**config.mk**
```make
export PLATFORM = sky130hd
export DESIGN_NAME = trace_capture
export DESIGN_NICKNAME = d
export VERILOG_FILES = /design/src/rtl/trace_pkg.sv /design/src/rtl/sync_fifo.sv /design/src/rtl/trace_capture.sv
export SDC_FILE = /design/constraint.sdc
export NUM_CORES = 2
export LEC_CHECK = 0
export BUFFER_PORTS_ARGS = -buffer_cell sky130_fd_sc_hd__buf_2
export CAP_MARGIN = 10
export CORE_UTILIZATION = 42
export CTS_CLUSTER_SIZE = 20
export DETAILED_ROUTE_END_ITERATION = 6
export PLACE_DENSITY = 0.58
export SLEW_MARGIN = 5
export SYNTH_ARGS = -nofsm -noshare
export SYNTH_HDL_FRONTEND = slang
export SYNTH_SLANG_ARGS = --single-unit
export TNS_END_PERCENT = 1
```
**constraint.sdc**
```tcl
create_clock -name clk -period 26 [get_ports clk]
set_input_delay 0 -clock clk [delete_from_list [all_inputs] [get_ports clk]]
set_output_delay 0 -clock clk [all_outputs]
set_load 0.005 [all_outputs]
```
**src/rtl/trace_pkg.sv**
```systemverilog
// ---------------------------------------------------------------------------
// trace_pkg
// Shared definitions for the commit-trace recorder.
//   trace_rec_t   : one captured commit record (134 bits, MSB = stamp[31])
//   word_idx_t    : serialisation index, W0..W4 in transmit order
//   REC_W         : record width in bits
//   WORDS_PER_REC : number of 32-bit words emitted per record
//   W3_PAD        : zero filler between rf_we and rf_waddr in word W3
//   pack_w3()     : builds the W3 word {rf_we, 26'b0, rf_waddr}
//   rec_word()    : selects one 32-bit word of a record by index
// ---------------------------------------------------------------------------
package trace_pkg;

    localparam int REC_W         = 134;
    localparam int WORDS_PER_REC = 5;
    localparam int WIDX_W        = 3;

    // The 26-bit zero field keeps rf_we in bit 31 and rf_waddr in bits 4:0,
    // which lines W3 up with how the host parser splits the word.
    localparam logic [25:0] W3_PAD = 26'd0;

    // Field order defines the bit offsets: rf_wdata [31:0], rf_waddr [36:32],
    // rf_we [37], inst [69:38], pc [101:70], stamp [133:102].
    typedef struct packed {
        logic [31:0] stamp;
        logic [31:0] pc;
        logic [31:0] inst;
        logic        rf_we;
        logic [4:0]  rf_waddr;
        logic [31:0] rf_wdata;
    } trace_rec_t;

    typedef enum logic [WIDX_W-1:0] {
        W_STAMP = 3'd0,
        W_PC    = 3'd1,
        W_INST  = 3'd2,
        W_RF    = 3'd3,
        W_DATA  = 3'd4
    } word_idx_t;

    // Index of the word that carries tr_last and pops the record.
    localparam word_idx_t W_LAST = word_idx_t'(WORDS_PER_REC - 1);

    function automatic logic [31:0] pack_w3(input logic we, input logic [4:0] addr);
        return {we, W3_PAD, addr};
    endfunction

    function automatic logic [31:0] rec_word(input trace_rec_t rec, input word_idx_t idx);
        logic [31:0] word;
        word = 32'd0;
        case (idx)
            W_STAMP: word = rec.stamp;
            W_PC:    word = rec.pc;
            W_INST:  word = rec.inst;
            W_RF:    word = pack_w3(rec.rf_we, rec.rf_waddr);
            W_DATA:  word = rec.rf_wdata;
            default: word = 32'd0;
        endcase
        return word;
    endfunction

endpackage

```
**src/rtl/sync_fifo.sv**
```systemverilog
// ---------------------------------------------------------------------------
// sync_fifo
// Generic single-clock FIFO with first-word-fall-through read.
//   clk   in  : clock, rising edge
//   rst   in  : asynchronous active-high reset (empties the FIFO)
//   push  in  : write wdata this cycle
//   wdata in  : WIDTH-bit write data
//   pop   in  : discard the head entry this cycle
//   rdata out : head entry (valid while !empty)
//   full  out : DEPTH entries held
//   empty out : no entries held
// A push while full is accepted only if a pop happens in the same cycle, so
// occupancy stays at DEPTH and the freed slot is reused. Pops while empty
// are ignored.
// ---------------------------------------------------------------------------
module sync_fifo #(
    parameter int WIDTH = 8,
    parameter int DEPTH = 16
) (
    input  logic             clk,
    input  logic             rst,
    input  logic             push,
    input  logic [WIDTH-1:0] wdata,
    input  logic             pop,
    output logic [WIDTH-1:0] rdata,
    output logic             full,
    output logic             empty
);

    localparam int AW = $clog2(DEPTH);

    // One extra pointer bit distinguishes full from empty when the address
    // bits are equal.
    logic [AW:0]      wr_ptr_reg;
    logic [AW:0]      rd_ptr_reg;
    logic [WIDTH-1:0] mem [DEPTH];

    logic wr_en;
    logic rd_en;

    assign empty = (wr_ptr_reg == rd_ptr_reg);
    assign full  = (wr_ptr_reg[AW] != rd_ptr_reg[AW]) &&
                   (wr_ptr_reg[AW-1:0] == rd_ptr_reg[AW-1:0]);

    assign rd_en = pop && !empty;
    // When full, the slot being written is the head slot that is popped in
    // this same cycle; its old contents have already been consumed.
    assign wr_en = push && (!full || rd_en);

    always_ff @(posedge clk) begin
        if (wr_en) begin
            mem[wr_ptr_reg[AW-1:0]] <= wdata;
        end
    end

    always_ff @(posedge clk or posedge rst) begin
        if (rst) begin
            wr_ptr_reg <= '0;
            rd_ptr_reg <= '0;
        end else begin
            if (wr_en) begin
                wr_ptr_reg <= wr_ptr_reg + (AW+1)'(1);
            end
            if (rd_en) begin
                rd_ptr_reg <= rd_ptr_reg + (AW+1)'(1);
            end
        end
    end

    // Head is read straight from the array so the word is available in the
    // cycle right after the push edge.
    assign rdata = mem[rd_ptr_reg[AW-1:0]];

endmodule

```
**src/rtl/trace_capture.sv**
```systemverilog
// ---------------------------------------------------------------------------
// trace_capture
// Commit-trace recorder: captures each retiring instruction into a FIFO with
// a cycle stamp and streams records out as five 32-bit words.
//   clk      in  : core clock, rising edge
//   rst      in  : asynchronous active-high reset
//   en       in  : capture enable (draining is unaffected)
//   commit   in  : an instruction retires this cycle
//   pc       in  : pc of the retiring instruction
//   inst     in  : retiring instruction word
//   rf_we    in  : register-file write enable
//   rf_waddr in  : destination register
//   rf_wdata in  : register write data
//   tr_valid out : tr_data holds a valid word
//   tr_ready in  : consumer accepts the word
//   tr_data  out : trace word (W0 stamp, W1 pc, W2 inst, W3 rf, W4 wdata)
//   tr_last  out : final word (W4) of a record
//   drops    out : saturating count of records lost to overflow
//   full     out : FIFO full
// STAMP_INIT is the reset value of the cycle stamp; leave it at 0 in normal
// use. A nonzero value lets the stamp wrap be exercised without running
// 2^32 cycles.
// ---------------------------------------------------------------------------
module trace_capture
    import trace_pkg::*;
#(
    parameter int          DEPTH      = 16,
    parameter int          DROP_W     = 16,
    parameter logic [31:0] STAMP_INIT = 32'd0
) (
    input  logic              clk,
    input  logic              rst,
    input  logic              en,
    input  logic              commit,
    input  logic [31:0]       pc,
    input  logic [31:0]       inst,
    input  logic              rf_we,
    input  logic [4:0]        rf_waddr,
    input  logic [31:0]       rf_wdata,
    output logic              tr_valid,
    input  logic              tr_ready,
    output logic [31:0]       tr_data,
    output logic              tr_last,
    output logic [DROP_W-1:0] drops,
    output logic              full
);

    logic [31:0]       stamp_reg;
    word_idx_t         widx_reg;
    logic [DROP_W-1:0] drops_reg;

    trace_rec_t wr_rec;
    trace_rec_t head_rec;
    logic       fifo_empty;
    logic       fifo_full;

    logic push_req;
    logic handshake;
    logic last_word;
    logic pop;
    logic drop;

    // ------------------------------------------------------------------
    // Record assembly. Register-write fields are zeroed when no write
    // happens so the host never sees stale bus values.
    // ------------------------------------------------------------------
    always_comb begin
        wr_rec          = '0;
        wr_rec.stamp    = stamp_reg;
        wr_rec.pc       = pc;
        wr_rec.inst     = inst;
        wr_rec.rf_we    = rf_we;
        wr_rec.rf_waddr = rf_we ? rf_waddr : 5'd0;
        wr_rec.rf_wdata = rf_we ? rf_wdata : 32'd0;
    end

    assign push_req  = en && commit;
    assign tr_valid  = !fifo_empty;
    assign handshake = tr_valid && tr_ready;
    assign last_word = (widx_reg == W_LAST);
    assign pop       = handshake && last_word;
    // A push while full survives only when the head record finishes in the
    // same cycle; the FIFO applies the same rule internally.
    assign drop      = push_req && fifo_full && !pop;

    sync_fifo #(
        .WIDTH (REC_W),
        .DEPTH (DEPTH)
    ) u_fifo (
        .clk   (clk),
        .rst   (rst),
        .push  (push_req),
        .wdata (wr_rec),
        .pop   (pop),
        .rdata (head_rec),
        .full  (fifo_full),
        .empty (fifo_empty)
    );

    // ------------------------------------------------------------------
    // Free-running cycle stamp; wraps naturally at 32 bits.
    // ------------------------------------------------------------------
    always_ff @(posedge clk or posedge rst) begin
        if (rst) begin
            stamp_reg <= STAMP_INIT;
        end else begin
            stamp_reg <= stamp_reg + 32'd1;
        end
    end

    // ------------------------------------------------------------------
    // Word index within the head record. It only moves on a handshake, so
    // tr_data is held stable while the consumer stalls.
    // ------------------------------------------------------------------
    always_ff @(posedge clk or posedge rst) begin
        if (rst) begin
            widx_reg <= W_STAMP;
        end else if (handshake) begin
            if (last_word) begin
                widx_reg <= W_STAMP;
            end else begin
                widx_reg <= word_idx_t'(widx_reg + 3'd1);
            end
        end
    end

    // ------------------------------------------------------------------
    // Saturating drop counter.
    // ------------------------------------------------------------------
    always_ff @(posedge clk or posedge rst) begin
        if (rst) begin
            drops_reg <= '0;
        end else if (drop && (drops_reg != {DROP_W{1'b1}})) begin
            drops_reg <= drops_reg + DROP_W'(1);
        end
    end

    // ------------------------------------------------------------------
    // Output word mux. Forced to zero when empty so the bus is quiet after
    // reset and between records.
    // ------------------------------------------------------------------
    always_comb begin
        tr_data = 32'd0;
        if (!fifo_empty) begin
            tr_data = rec_word(head_rec, widx_reg);
        end
    end

    assign tr_last = !fifo_empty && last_word;
    assign drops   = drops_reg;
    assign full    = fifo_full;

endmodule

```
==> results.md <==
- Clock Power Share: 30.8%
- Post-CTS setup buffer count: 0
- All-layer global routing usage: 21.3%
- Unrepaired setup endpoints after global routing: no
- Count of H-tree levels built during CTS: 4
- Maximum fanout count along the critical path: 118
- Worst Clk Skew: 0.0478 ns
- Slew of the pin with the lowest slew margin: approximately 1.2 ns
- Count of nets left with antenna violations after detail routing: 0
- Pin count of the biggest net entering global routing: approximately 130
- Routed vias/inst: 5.76
- Per-cell routed wire length: 30.2 µm
- Proportion of power drawn by flip-flops and latches: a little over two fifths
- Asr flop ratio synth: 2.77%
- Via count of the first global-routing pass: 42400
- Overall overflow remaining after global route: 0
- Syn_area_per_cell: 20.9 µm²
- Internal power: 6.75 mW
- Router iterations before antenna repair: 5
- Largest area contributor in the synthesized netlist: edfxtp_1
- Final cell count without fillers: 7278
- Flip-flop count of the largest register after layout: 2144
- Largest cells by area after synthesis: edfxtp_1, mux4_2, mux2i_1, dfrtp_1, mux2_2
- Floorplan core area: 202000 µm²
- Count leader, synth: edfxtp_1
- Insertion delay to the later sink of the worst-skew pair: 0.86 ns
- Post-synthesis cell count: 4088
- Synthesized net count: 4207
- Number of placement rows: 165
- Fraction of layout cells with a size suffix above 1: 21.7%
- Violation count after the first detailed-routing iteration: between 3000 and 4000
- Die Span X: around 450 µm
- Power density over the cells: 100 nW/µm²
- Hold-critical path depth: 2
- Register bit total from synthesis: roughly 2200
- Final Hold Vio Count: 0
- Number of flops mapped to enable cells by yosys: 2144
- Sw Pwr: between 2 and 3 mW
- Number of library cell types mapped by synthesis: 59
- Top-level port count: 158
- Class of the tightest hold or removal check: input port to register
- Floorplan die height: 453 µm
- Sequential-to-total area share from yosys stat: 77.1%
- Total negative slack for setup checks: 0 ns
- Clock tree from TritonCTS: yes
- Final layout net count: 4543
- Root buffer selected by CTS: clkbuf_16
- Number of placed instances, taps included: 6769
- Top cells by count, synth: edfxtp_1, mux2i_1, mux4_2, nor2_1
- Time the worst path needs with I/O delays and setup: ~6.6 ns
- Via total after detailed routing: 41900
- Total wire length: between 200000 and 250000 µm
- Data required time of the critical path: 26.00 ns
- Max Slew Vio Count: 0
- Deepest clock path buffer count: 3
- Wire length of the first global-routing pass: ~310000 µm
- DRC errors left: 0
- Post-synth design cell area: 85500 µm²
- Final weighted congestion of routability-driven global placement: 0.786
- Fraction of power spent switching nets: 30.5%
- Post-route clock period utilization: 25.3%
- Start-to-end type of the worst setup path: register to output port
- Post-detail-place hpwl: 113000 µm
- Data arrival time of the critical path: 6.58 ns
- Area delta synth->final: 13.6%
- Post-layout util: just under 50%
- Clock buffers created by TritonCTS: 217
- Worst Setup End Kind: output port
- Cell leakage power: 32.1 nW
- Die Area: 205000 µm²
- Result of the run: finished, final reports clean
- Share of Yosys cell area claimed by the top area cell type: 75.3%
- Layout filler cell count: between 15000 and 20000
- Kind of launch point of the worst setup path: register
- Number of port buffers: 157
- Number of warnings printed during yosys synthesis: 0
- Max Fclk: 152 MHz
- Total clock sinks: about 2200
- MaxCap Viol Count: 0
- Endpoints failing setup: 0
- Depth of the worst register-to-register path: 6
- Antenna violations before repair: 17
- Slew HR: around 18%
- Leading register cell type out of synthesis: edfxtp_1
- Worst hold-check slack: 0.0722 ns
- Combinational Power Share: 26.4%
- IR Drop Worst-Case VDD: 82.2 µV
- Initial cell density of the core: 42.3%
- Reg clk slew, reported paths: about 0.06 ns
-- per-stage QoR --
stage | setup slack [ns] | cell area, µm² | total power [mW]
finish | 19.42 | 97100 | 9.71
global route | 19.01 | 97100 | 10.1
CTS | 19.29 | 97100 | 9.80
detailed placement | 20.23 | 89200 | 6.81
global placement | 20.21 | 89200 | 6.79
floorplan | 14.80 | 85500 | 5.97
-- area by class of cell --
cell class	count	area, µm²	area share (%)
well taps	2672	3340	3.44
repair buffers	342	2650	2.72
clock inverters	119	987	1.02
clock buffers	277	5780	5.95
inverters	12	53.8	0.0554
diodes	5	12.5	0.0129
flip-flops and latches	2205	65900	67.9
multi-input cells	1646	18400	18.9
-- power groups by stage --
stage / Clock, mW / Combinational, mW / Sequential, mW
2_1_floorplan: 0 / 1.77 / 4.20
3_3_place_gp: 0 / 2.57 / 4.22
3_5_place_dp: 0 / 2.58 / 4.23
4_1_cts: 3.04 / 2.60 / 4.15
5_1_grt: 3.18 / 2.71 / 4.17
6_report: 2.99 / 2.57 / 4.15
-- critical path, stage by stage, from the launching register on --
cell,delay [ns]
dfrtp_4,0.97
buf_4,0.83
buf_12,0.60
buf_4,0.73
buf_4,0.75
mux4_2,0.59
mux2i_1,0.14
nor2_1,0.06
a2111oi_1,0.39
a21oi_1,0.19
buf_2,0.19
-- cell families after synthesis --
family / Yosys count / share of synthesized area, %
AOI/OAI and AO/OA: 382 / 3.17
buffers and inverters: 237 / 1.59
xor gates and xnor gates: 57 / 0.584
muxes: 827 / 15.1
adders and majority gates: 12 / 0.176
and+or+nand+nor: 368 / 2.29
DFF: 2205 / 77.1
-- routing by layer --
layer,track usage (%),wire (µm),up-vias
met5,0,13,-
met4,5.41,4550,2
met3,3.01,11200,256
met2,35.6,110000,1256
met1,29.5,94400,22700
li1,-,-,17700
-- placed cells by master (no fill, tap or decap), types with 15 or more instances in the layout --
master	netlist	final
a2111oi_0	27	17
buf_12	1	16
and2_1	41	40
nor2_1	82	80
and3_4	0	15
xnor2_1	43	43
buf_2	75	157
o22ai_1	80	80
o21ai_0	15	15
clkinv_1	0	52
edfxtp_1	2144	2144
mux4_2	362	362
clkbuf_16	0	217
a211oi_1	53	53
a221oi_1	36	36
clkbuf_1	72	48
a22oi_1	39	39
nand2_1	56	55
a2111oi_1	19	24
dfrtp_1	61	59
buf_4	32	61
mux2i_1	405	405
mux2_2	59	59
a21oi_1	80	80
clkinv_2	0	39
nor2b_1	57	55
dlygate4sd3_1	0	108
nand3_1	44	43
-- path summary, 6_finish.rpt --
check | end | from | slack, ns
hold reg to reg | u_fifo.wr_ptr_reg[4] | u_fifo.wr_ptr_reg[4] | 0.49
setup / recovery | tr_data[12] | u_fifo.rd_ptr_reg[0] | 19.42
hold / removal | u_fifo.mem[15][48] | inst[10] | 0.07
min in group asynchronous | drops[13] | rst | 0.58
max in group asynchronous | u_fifo.rd_ptr_reg[1] | rst | 24.72
setup reg to reg | u_fifo.mem[0][95] | u_fifo.rd_ptr_reg[0] | 20.69
-- repair_timing --
action	in CTS	in global routing
hold buffers	108	0
endpoints found under the setup margin	0	0
hold endpoints to repair	1720	0
resized for setup	0	0
Power figures use the tool's default switching activity.
